===== src/rtl/cache_refill_arbiter_pkg.sv =====
// Shared types and constants for the cache refill arbiter slice.
package cache_refill_arbiter_pkg;

  typedef enum logic [1:0] {
    ARB_IDLE  = 2'd0,
    ARB_ISSUE = 2'd1,
    ARB_WAIT  = 2'd2,
    ARB_RESP  = 2'd3
  } arb_state_t;

  typedef enum logic {
    REQ_IC = 1'b0,
    REQ_DC = 1'b1
  } req_id_t;

  localparam int LINE_OFFSET_BITS = 5;

endpackage


===== src/rtl/cache_refill_arbiter_if.sv =====
// Refill request, completion and main-memory signals shared by the arbiter and its clients.
interface cache_refill_arbiter_if #(
  parameter int ADDR_WIDTH       = 64,
  parameter int CACHE_LINE_WIDTH = 256
);

  logic                        i_ic_req;
  logic [ADDR_WIDTH-1:0]       i_ic_addr;
  logic                        o_ic_done;
  logic [CACHE_LINE_WIDTH-1:0] o_ic_line;
  logic                        i_dc_req;
  logic [ADDR_WIDTH-1:0]       i_dc_addr;
  logic                        o_dc_done;
  logic [CACHE_LINE_WIDTH-1:0] o_dc_line;
  logic                        o_mem_read_req;
  logic [ADDR_WIDTH-1:0]       o_mem_read_address;
  logic                        i_mem_read_done;
  logic [CACHE_LINE_WIDTH-1:0] i_cache_line;
  logic                        o_err;
  logic                        o_err_src;

  modport slave (
    input  i_ic_req, i_ic_addr, i_dc_req, i_dc_addr, i_mem_read_done, i_cache_line,
    output o_ic_done, o_ic_line, o_dc_done, o_dc_line, o_mem_read_req,
           o_mem_read_address, o_err, o_err_src
  );

  modport master (
    output i_ic_req, i_ic_addr, i_dc_req, i_dc_addr, i_mem_read_done, i_cache_line,
    input  o_ic_done, o_ic_line, o_dc_done, o_dc_line, o_mem_read_req,
           o_mem_read_address, o_err, o_err_src
  );

endinterface


===== src/rtl/cache_refill_arbiter_rr_arbiter2.sv =====
// Two-way round-robin arbiter: combinational grant plus a last-grant register.
module rr_arbiter2
  import cache_refill_arbiter_pkg::*;
(
  input  logic       i_clk,
  input  logic       i_rst_n,
  input  logic       i_en,
  input  logic [1:0] i_req,
  output logic       o_gnt_vld,
  output req_id_t    o_gnt_id
);

  req_id_t last_r;

  // Grant: a lone requester always wins, a tie goes to the one not granted last.
  always_comb begin
    o_gnt_vld = i_en & (i_req != 2'b00);
    if (i_req == 2'b11) begin
      o_gnt_id = (last_r == REQ_IC) ? REQ_DC : REQ_IC;
    end else if (i_req[1]) begin
      o_gnt_id = REQ_DC;
    end else begin
      o_gnt_id = REQ_IC;
    end
  end

  // Last-grant history; starts at D-cache so the I-cache takes the first tie.
  always_ff @(posedge i_clk or negedge i_rst_n) begin
    if (!i_rst_n) begin
      last_r <= REQ_DC;
    end else if (o_gnt_vld) begin
      last_r <= o_gnt_id;
    end else begin
      last_r <= last_r;
    end
  end

endmodule


===== src/rtl/cache_refill_arbiter.sv =====
// Serialises I-cache and D-cache line refills onto one main-memory read port,
// one refill in flight, with a bounded wait for the memory response.
module cache_refill_arbiter
  import cache_refill_arbiter_pkg::*;
#(
  parameter int ADDR_WIDTH       = 64,
  parameter int CACHE_LINE_WIDTH = 256,
  parameter int TIMEOUT_CYCLES   = 16
) (
  input  logic                  i_clk,
  input  logic                  i_rst_n,
  cache_refill_arbiter_if.slave bus
);

  localparam int CNT_W = $clog2(TIMEOUT_CYCLES + 1);
  localparam logic [CNT_W-1:0] CNT_ONE  = CNT_W'(1);
  localparam logic [CNT_W-1:0] CNT_LAST = CNT_W'(TIMEOUT_CYCLES - 1);
  localparam logic [ADDR_WIDTH-1:0] ALIGN_MASK =
    {{(ADDR_WIDTH-LINE_OFFSET_BITS){1'b1}}, {LINE_OFFSET_BITS{1'b0}}};

  localparam logic [1:0] ST_IDLE  = 2'(ARB_IDLE);
  localparam logic [1:0] ST_ISSUE = 2'(ARB_ISSUE);
  localparam logic [1:0] ST_WAIT  = 2'(ARB_WAIT);
  localparam logic [1:0] ST_RESP  = 2'(ARB_RESP);

  logic [1:0]                  state_r;
  req_id_t                     win_r;
  logic [ADDR_WIDTH-1:0]       addr_r;
  logic [CNT_W-1:0]            cnt_r;
  logic [CACHE_LINE_WIDTH-1:0] ic_line_r;
  logic [CACHE_LINE_WIDTH-1:0] dc_line_r;
  logic                        ic_done_r;
  logic                        dc_done_r;
  logic                        mem_req_r;
  logic                        err_r;
  logic                        err_src_r;
  logic                        skip_vld_r;
  req_id_t                     skip_id_r;

  logic [1:0]            req_vec_s;
  logic                  arb_en_s;
  logic                  gnt_vld_s;
  req_id_t               gnt_id_s;
  logic [ADDR_WIDTH-1:0] sel_addr_s;

  // The requester just served still holds req for one IDLE cycle; hide it then.
  assign req_vec_s[0] = bus.i_ic_req & ~(skip_vld_r & (skip_id_r == REQ_IC));
  assign req_vec_s[1] = bus.i_dc_req & ~(skip_vld_r & (skip_id_r == REQ_DC));
  assign arb_en_s     = (state_r == ST_IDLE);
  assign sel_addr_s   = (gnt_id_s == REQ_DC) ? bus.i_dc_addr : bus.i_ic_addr;

  rr_arbiter2 u_rr_arbiter2 (
    .i_clk     (i_clk),
    .i_rst_n   (i_rst_n),
    .i_en      (arb_en_s),
    .i_req     (req_vec_s),
    .o_gnt_vld (gnt_vld_s),
    .o_gnt_id  (gnt_id_s)
  );

  // Refill FSM; every output is a register set on the transition into its state.
  always_ff @(posedge i_clk or negedge i_rst_n) begin
    if (!i_rst_n) begin
      state_r    <= ST_IDLE;
      win_r      <= REQ_IC;
      addr_r     <= '0;
      cnt_r      <= '0;
      ic_line_r  <= '0;
      dc_line_r  <= '0;
      ic_done_r  <= 1'b0;
      dc_done_r  <= 1'b0;
      mem_req_r  <= 1'b0;
      err_r      <= 1'b0;
      err_src_r  <= 1'b0;
      skip_vld_r <= 1'b0;
      skip_id_r  <= REQ_IC;
    end else begin
      mem_req_r  <= 1'b0;
      ic_done_r  <= 1'b0;
      dc_done_r  <= 1'b0;
      err_r      <= 1'b0;
      skip_vld_r <= 1'b0;
      case (state_r)
        ST_IDLE: begin
          if (gnt_vld_s) begin
            win_r     <= gnt_id_s;
            addr_r    <= sel_addr_s & ALIGN_MASK;
            mem_req_r <= 1'b1;
            state_r   <= ST_ISSUE;
          end
        end
        ST_ISSUE: begin
          cnt_r   <= '0;
          state_r <= ST_WAIT;
        end
        ST_WAIT: begin
          if (bus.i_mem_read_done) begin
            if (win_r == REQ_DC) begin
              dc_line_r <= bus.i_cache_line;
              dc_done_r <= 1'b1;
            end else begin
              ic_line_r <= bus.i_cache_line;
              ic_done_r <= 1'b1;
            end
            state_r <= ST_RESP;
          end else if (cnt_r == CNT_LAST) begin
            // This cycle brings the count to TIMEOUT_CYCLES: give up without a done.
            cnt_r     <= cnt_r + CNT_ONE;
            err_r     <= 1'b1;
            err_src_r <= win_r;
            state_r   <= ST_IDLE;
          end else begin
            cnt_r <= cnt_r + CNT_ONE;
          end
        end
        ST_RESP: begin
          skip_vld_r <= 1'b1;
          skip_id_r  <= win_r;
          state_r    <= ST_IDLE;
        end
        default: begin
          state_r <= ST_IDLE;
        end
      endcase
    end
  end

  assign bus.o_ic_done          = ic_done_r;
  assign bus.o_ic_line          = ic_line_r;
  assign bus.o_dc_done          = dc_done_r;
  assign bus.o_dc_line          = dc_line_r;
  assign bus.o_mem_read_req     = mem_req_r;
  assign bus.o_mem_read_address = addr_r;
  assign bus.o_err              = err_r;
  assign bus.o_err_src          = err_src_r;

endmodule

===== src/flat_wrapper.sv =====
// flat-port wrapper written by rule: the top's interface ports become plain ports
module cache_refill_arbiter_flat import cache_refill_arbiter_pkg::*;
#(
  parameter int ADDR_WIDTH       = 64,
  parameter int CACHE_LINE_WIDTH = 256,
  parameter int TIMEOUT_CYCLES   = 16
)
  (i_clk, i_rst_n, bus_i_ic_req, bus_i_ic_addr, bus_i_dc_req, bus_i_dc_addr, bus_i_mem_read_done, bus_i_cache_line, bus_o_ic_done, bus_o_ic_line, bus_o_dc_done, bus_o_dc_line, bus_o_mem_read_req, bus_o_mem_read_address, bus_o_err, bus_o_err_src);
  cache_refill_arbiter_if #(.ADDR_WIDTH(ADDR_WIDTH), .CACHE_LINE_WIDTH(CACHE_LINE_WIDTH)) bus_i ();
  input  logic i_clk;
  input  logic i_rst_n;
  input wire logic [$bits(bus_i.i_ic_req)-1:0] bus_i_ic_req;
  input wire logic [$bits(bus_i.i_ic_addr)-1:0] bus_i_ic_addr;
  input wire logic [$bits(bus_i.i_dc_req)-1:0] bus_i_dc_req;
  input wire logic [$bits(bus_i.i_dc_addr)-1:0] bus_i_dc_addr;
  input wire logic [$bits(bus_i.i_mem_read_done)-1:0] bus_i_mem_read_done;
  input wire logic [$bits(bus_i.i_cache_line)-1:0] bus_i_cache_line;
  output wire logic [$bits(bus_i.o_ic_done)-1:0] bus_o_ic_done;
  output wire logic [$bits(bus_i.o_ic_line)-1:0] bus_o_ic_line;
  output wire logic [$bits(bus_i.o_dc_done)-1:0] bus_o_dc_done;
  output wire logic [$bits(bus_i.o_dc_line)-1:0] bus_o_dc_line;
  output wire logic [$bits(bus_i.o_mem_read_req)-1:0] bus_o_mem_read_req;
  output wire logic [$bits(bus_i.o_mem_read_address)-1:0] bus_o_mem_read_address;
  output wire logic [$bits(bus_i.o_err)-1:0] bus_o_err;
  output wire logic [$bits(bus_i.o_err_src)-1:0] bus_o_err_src;
  assign bus_i.i_ic_req = bus_i_ic_req;
  assign bus_i.i_ic_addr = bus_i_ic_addr;
  assign bus_i.i_dc_req = bus_i_dc_req;
  assign bus_i.i_dc_addr = bus_i_dc_addr;
  assign bus_i.i_mem_read_done = bus_i_mem_read_done;
  assign bus_i.i_cache_line = bus_i_cache_line;
  assign bus_o_ic_done = bus_i.o_ic_done;
  assign bus_o_ic_line = bus_i.o_ic_line;
  assign bus_o_dc_done = bus_i.o_dc_done;
  assign bus_o_dc_line = bus_i.o_dc_line;
  assign bus_o_mem_read_req = bus_i.o_mem_read_req;
  assign bus_o_mem_read_address = bus_i.o_mem_read_address;
  assign bus_o_err = bus_i.o_err;
  assign bus_o_err_src = bus_i.o_err_src;
  cache_refill_arbiter #(.ADDR_WIDTH(ADDR_WIDTH), .CACHE_LINE_WIDTH(CACHE_LINE_WIDTH), .TIMEOUT_CYCLES(TIMEOUT_CYCLES)) u_core (.i_clk(i_clk), .i_rst_n(i_rst_n), .bus(bus_i));
endmodule

===== config.mk =====
export PLATFORM = sky130hd
export DESIGN_NAME = cache_refill_arbiter_flat
export DESIGN_NICKNAME = d
export VERILOG_FILES = /design/src/rtl/cache_refill_arbiter_pkg.sv /design/src/rtl/cache_refill_arbiter_if.sv /design/src/rtl/cache_refill_arbiter_rr_arbiter2.sv /design/src/rtl/cache_refill_arbiter.sv /design/src/flat_wrapper.sv
export SDC_FILE = /design/constraint.sdc
export NUM_CORES = 1
export LEC_CHECK = 0
export ABC_AREA = 1
export CELL_PAD_IN_SITES_DETAIL_PLACEMENT = 1
export CELL_PAD_IN_SITES_GLOBAL_PLACEMENT = 1
export CORE_AREA = 2 2 376 378
export DETAILED_ROUTE_END_ITERATION = 8
export DIE_AREA = 0 0 378 380
export DONT_BUFFER_PORTS = 1
export GPL_TIMING_DRIVEN = 0
export HOLD_SLACK_MARGIN = 0.15
export PLACE_DENSITY_LB_ADDON = 0.1
export SLEW_MARGIN = 0
export SYNTH_ARGS = -nofsm -noshare
export SYNTH_HDL_FRONTEND = slang
export SYNTH_SLANG_ARGS = --single-unit

===== constraint.sdc =====
create_clock -name i_clk -period 1.7 [get_ports i_clk]
set_input_delay 0.255 -clock i_clk [delete_from_list [all_inputs] [get_ports i_clk]]
set_output_delay 0.255 -clock i_clk [all_outputs]
set_load 0.1 [all_outputs]

==> Word level (Yosys, flattened, before mapping) <==
Cells that the tools add are included.
{ "word_totals": {"elab_cells": 64, "romBits": 0, "ff_bits": 587, "in_bits": 389, "n_memories": 0, "mem_bits_rw": 0, "latch_bits": 0} }
{ "op_classes": {"n_shift": 0, "n_reduce_logical": 9, "order_cmp": 0, "eq_ne": 8, "n_bitwise": 10, "muxes": 22, "multipliers": 0, "addsub": 1, "n_div": 0} }
{ "op_table": {"columns": ["cell", "count"], "rows": [
  ["$mux W64", 1],
  ["$mux W1", 15],
  ["$pmux W5 S2", 1],
  ["$reduce_and A3 Y1", 3],
  ["$pmux W2 S4", 1],
  ["$eq A2 B2 Y1 const B", 3],
  ["$mux W2", 3],
  ["$reduce_and A2 Y1", 3],
  ["$add A5 B1 Y5 const B", 1],
  ["$and A1 B1 Y1", 5],
  ["$eq A5 B4 Y1 const B", 1],
  ["$mux W5", 1],
  ["$not A1 Y1", 5],
  ["$reduce_bool A2 Y1", 2],
  ["$ne A3 B2 Y1 const B", 1],
  ["$eq A2 B1 Y1 const B", 1],
  ["$logic_not A2 Y1", 1],
  ["$ne A2 B1 Y1 const B", 1],
  ["$ne A2 B2 Y1 const B", 1]
]} }

==> Logic depth before layout (Yosys ltp) <==
{ "logic_depth": {"word_depth": 8, "ltp_mapped": 8, "ltp_nobuf": 8} }

==> Cells and area by module <==
A second synthesis with hierarchy kept.
{ "unflattened": {"hier_cells": 2436, "area_unflattened_um2": 23686.5} }
{ "by_module_without_submodules": {"columns": ["mod", "cells_per_inst", "area_per_inst_um2", "n_inst"], "rows": [
  ["cache_refill_arbiter", 2428, 23623.9, 1],
  ["rr_arbiter2", 8, 62.6, 1]
]} }

==> Worst setup path before layout <==
OpenSTA, ideal clock, no wires.
{ "synth_timing": {"path_kind": "flip-flop to flip-flop", "from": "register u_core.skip_id_r", "to": "register u_core.addr_r[53], in the netlist u_core.bus.o_mem_read_address[53]", "period_less_slack_ns": 1.309, "arrival_time_ns": 1.189, "path_stages_with_launch": 9, "n_path_buf": 2, "path_slack_ns": 0.391, "required_ns": 1.580, "path_cell_list": "dfrtp_1 nand2_1 nand2_1 inv_2 buf_2 buf_4 nand3_1 nand3_1 nand2_1"} }
{ "synth_via": {"elab_chain_len": 7} }
{ "synth_lines": {"columns": ["item", "line", "text"], "rows": [
  ["from (decl)", "cache_refill_arbiter.sv:38", "req_id_t skip_id_r;"],
  ["from (signal assigned)", "cache_refill_arbiter.sv:118", "skip_id_r <= win_r;"],
  ["$not A1 Y1", "cache_refill_arbiter.sv:47", "assign req_vec_s[0] = bus.i_ic_req & ~(skip_vld_r & (skip_id_r == REQ_IC));"],
  ["$and A1 B1 Y1", "cache_refill_arbiter.sv:47", null],
  ["$not A1 Y1", "cache_refill_arbiter.sv:47", null],
  ["$and A1 B1 Y1", "cache_refill_arbiter.sv:47", null],
  ["$eq A2 B2 Y1 / $reduce_bool A2 Y1 (equally long branches)", "cache_refill_arbiter_rr_arbiter2.sv:18, cache_refill_arbiter_rr_arbiter2.sv:17", null],
  ["$mux W1 / $and A1 B1 Y1 (equally long branches)", "cache_refill_arbiter_rr_arbiter2.sv:18, cache_refill_arbiter_rr_arbiter2.sv:17", null],
  ["$mux W64 / $reduce_and A2 Y1 (equally long branches)", null, null],
  ["to (signal assigned)", "cache_refill_arbiter.sv:87", "addr_r <= sel_addr_s & ALIGN_MASK;"],
  ["to (decl)", "cache_refill_arbiter.sv:28", "logic [ADDR_WIDTH-1:0] addr_r;"]
]} }
Several ways; a longest one is shown, not always the timed one.
A chain may end at the register's enable or synchronous reset.

==> results.tsv <==
stage	metric	value	unit
timing	fin worst setup slack	-2.36	ns
finish	Post-Layout Inst Area	33400	µm²
finish	fillers	16000	
clock_network	CTS root buffer	clkbuf_16	
synthesis	Area contributors post-synth	dfrtp_1 (64%), nand2_1 (12%), inv_1 (6.3%), o21ai_1 (6.1%), o21ai_0 (5.2%)	
clock_network	clk buf depth	3	
critical_path	WP data required	0.47	ns
synthesis	Synth Area in Compound Gates	0.115	
grt	vias in the first global route	21800	
synthesis	ys async rst share	1.00	
synthesis	Syn Std Cell Area	22900	µm²
synthesis	post-synth top area share	0.640	
synthesis	Avg Inst Size Synth	9.18	µm²
synthesis	sequential element share of the synthesized area	0.642	
clock_network	CTS Sinks	587	
run_status	failing checks	hold timing, slew limit, setup timing	
clock_network	clock-pin slew on the worst setup and hold paths	0.06	ns
grt	All-Layer GR Usage	0.153	
grt	first-pass GRT wire length	160	mm
timing	Worst Skew	0.0265	ns
synthesis	synth warn	0	
routing	vias	19200	
placement	cell total after placement	4373	
die	row cnt	137	
synthesis	xor and xnor area share after synthesis	0	
synthesis	dominant synthesized flop cell	dfrtp_1	
clock_network	H-tree Lvls	3	
finish	Non-Filler Instances	4909	
clock_network	worst skew pair latency	0.65	ns
critical_path	crit path max fanout	587	
timing	RSZ-0062 raised after global routing	yes	
die	Starting Density	0.164	
clock_network	TritonCTS clock tree	done	
synthesis	Yosys top cell by area	dfrtp_1	
routing	DR DRC count	0	
synthesis	Gate Count Post-Synth	2493	
routing	DR iter-0 viols	641	
synthesis	count of cell types in the netlist	22	
synthesis	adder-cell share of the synthesized area	0.00109	
critical_path	Startpoint Class	input port	
run_status	outcome	finished, violations left	
die	I/O pin cnt	970	
synthesis	main combinational cell family by area after synthesis	simple AND/OR/NAND/NOR gates	
placement	Final Wtd Congestion	0.792	
synthesis	#FFs+latches synth	587	
run	Max Cap Violations	0	
critical_path	kind of critical path	in2async	
timing	worst hold slack	-0.697	ns
timing	final slew viol count	479	
synthesis	Post-Synth Simple-Gate Area	0.146	
die	Die H	380	µm
finish	Nets	3356	
timing	Final Critical Period	4.06	ns
placement	Post-DP HPWL	83.9	mm
placement	port buffer count	0	
clock_network	cts bufs inserted	78	
grt	initial antenna violation count	7	
routing	routed length per placed instance	22.9	µm
timing	final setup fails	392	
synthesis	post-synthesis mux area share	0	
timing	relative slew slack	-2.43	
grt	grt ovf	0	
timing	final hold viol count	247	
die	DIE WIDTH	378	µm
routing	DRT Wirelength	112	mm
die	die area	144000	µm²
timing	period utilization	2.39	
routing	Vias per Instance	3.91	
timing	fmax	247	MHz
critical_path	CP arrival	2.83	ns
synthesis	Post-synth EDFFs	0	
timing	Slew @ Worst Pin	5.15	ns
hold_path	Hold Path Class	in2async	
grt	pin count of the biggest net entering global routing	588	
placement	placed cell area	25300	µm²
critical_path	Crit. End Element	asynchronous set/reset pin	
die	core area	139000	µm²
finish	Layout area overhead	46.0	%
placement	pre-CTS setup slack	-0.677	ns
routing	router iterations before antenna repair	4	
routing	Antenna Nets Post-Route	0	
finish	share of cells above drive strength 1	0.284	
-- path summary, 6_finish.rpt --
path | from | endpoint | slack [ns] | cells after the start
worst max-delay path | i_rst_n | u_core.bus.o_dc_line[124] | -2.36 | 0
worst max register to register | u_core.state_r[1] | u_core.bus.o_ic_line[249] | 0.10 | 8
max in group i_clk | u_core.bus.o_ic_line[36] | bus_o_ic_line[36] | 0.08 | 0
worst min-delay path | i_rst_n | u_core.bus.o_dc_line[149] | -0.70 | 0
worst min register to register | u_core.u_rr_arbiter2.last_r | u_core.u_rr_arbiter2.last_r | 0.49 | 2
min in group i_clk | bus_i_mem_read_done | u_core.bus.o_dc_line[222] | 0.18 | 4
-- logic make-up after synthesis --
family / Yosys count
adder cells (fa/ha/maj): 2
flip-flops: 587
AND/OR/NAND/NOR: 843
buffers and inverters: 536
other: 1
AO/OA/AOI/OAI: 524
-- cells in the final DEF (no fill, tap or decap), types with 21 or more instances in the layout --
cell / instances
nand3_1: 119
clkbuf_8: 21
o21ai_1: 314
dlygate4sd3_1: 380
clkbuf_16: 80
clkbuf_1: 25
buf_4: 59
nand2_1: 711
o21ai_0: 205
inv_1: 385
dfrtp_4: 206
dfrtp_2: 370
buf_2: 39
-- layer usage --
metal | routed length (µm) | vias to the layer above | share of wire | track usage
li1 | - | 8695 | - | -
met1 | 39700 | 9591 | 0.35 | 0.158
met2 | 55900 | 756 | 0.50 | 0.268
met3 | 13200 | 153 | 0.12 | 0.0723
met4 | 3470 | 2 | 0.031 | 0.0522
met5 | 12 | - | 0.00011 | 0
-- state kept, by name, summed over array words and instances, names as in the netlist --
register and cells:
u_core.bus.o_dc_done 1, u_core.bus.o_dc_line 256, u_core.bus.o_err 1, u_core.bus.o_err_src 1
u_core.bus.o_ic_done 1, u_core.bus.o_ic_line 256, u_core.bus.o_mem_read_address 59, u_core.bus.o_mem_read_req 1
u_core.cnt_r 5, u_core.skip_id_r 1, u_core.skip_vld_r 1, u_core.state_r 2
u_core.u_rr_arbiter2.last_r 1, u_core.win_r 1
-- timing repair --
item                                    CTS  global route
buffers inserted                          7             3
resized for setup                       863           136
pin swaps                                 2             0
setup endpoints to repair              1143           432
hold buffers                            379             1
endpoints found under the hold margin  1170           591
-- synthesized netlist by cell type (2+ instances only) --
cell type / n
a21oi_1: 2
buf_2: 104
buf_4: 6
buf_6: 3
clkbuf_1: 34
dfrtp_1: 586
ha_1: 2
inv_1: 385
inv_2: 4
nand2_1: 713
nand3_1: 120
nand3_4: 2
nor2_1: 6
o21ai_0: 238
o21ai_1: 281
-- layout make-up --
type | count | area [µm²] | share of cell area
clock buffer | 121 | 2340 | 0.0699
timing repair buffer | 390 | 3930 | 0.118
clock inverter | 19 | 289 | 0.00865
antenna | 8 | 20.0 | 0.000599
inverter | 389 | 1460 | 0.0438
sequential | 587 | 15900 | 0.476
tap | 1876 | 2350 | 0.0702
multi-input combinational | 1374 | 6060 | 0.181
buffer | 145 | 1060 | 0.0317
-- metrics by stage --
stage          TNS (ns)  utilization
4_1_cts               0        0.238
3_3_place_gp    -167.43        0.181
2_1_floorplan         0            -
6_report        -517.20        0.240
3_5_place_dp    -170.50        0.181
5_1_grt         -0.0844        0.240
Power is not shown: default switching activity piles up to over one toggle a cycle in this logic, so the estimate is an artifact.
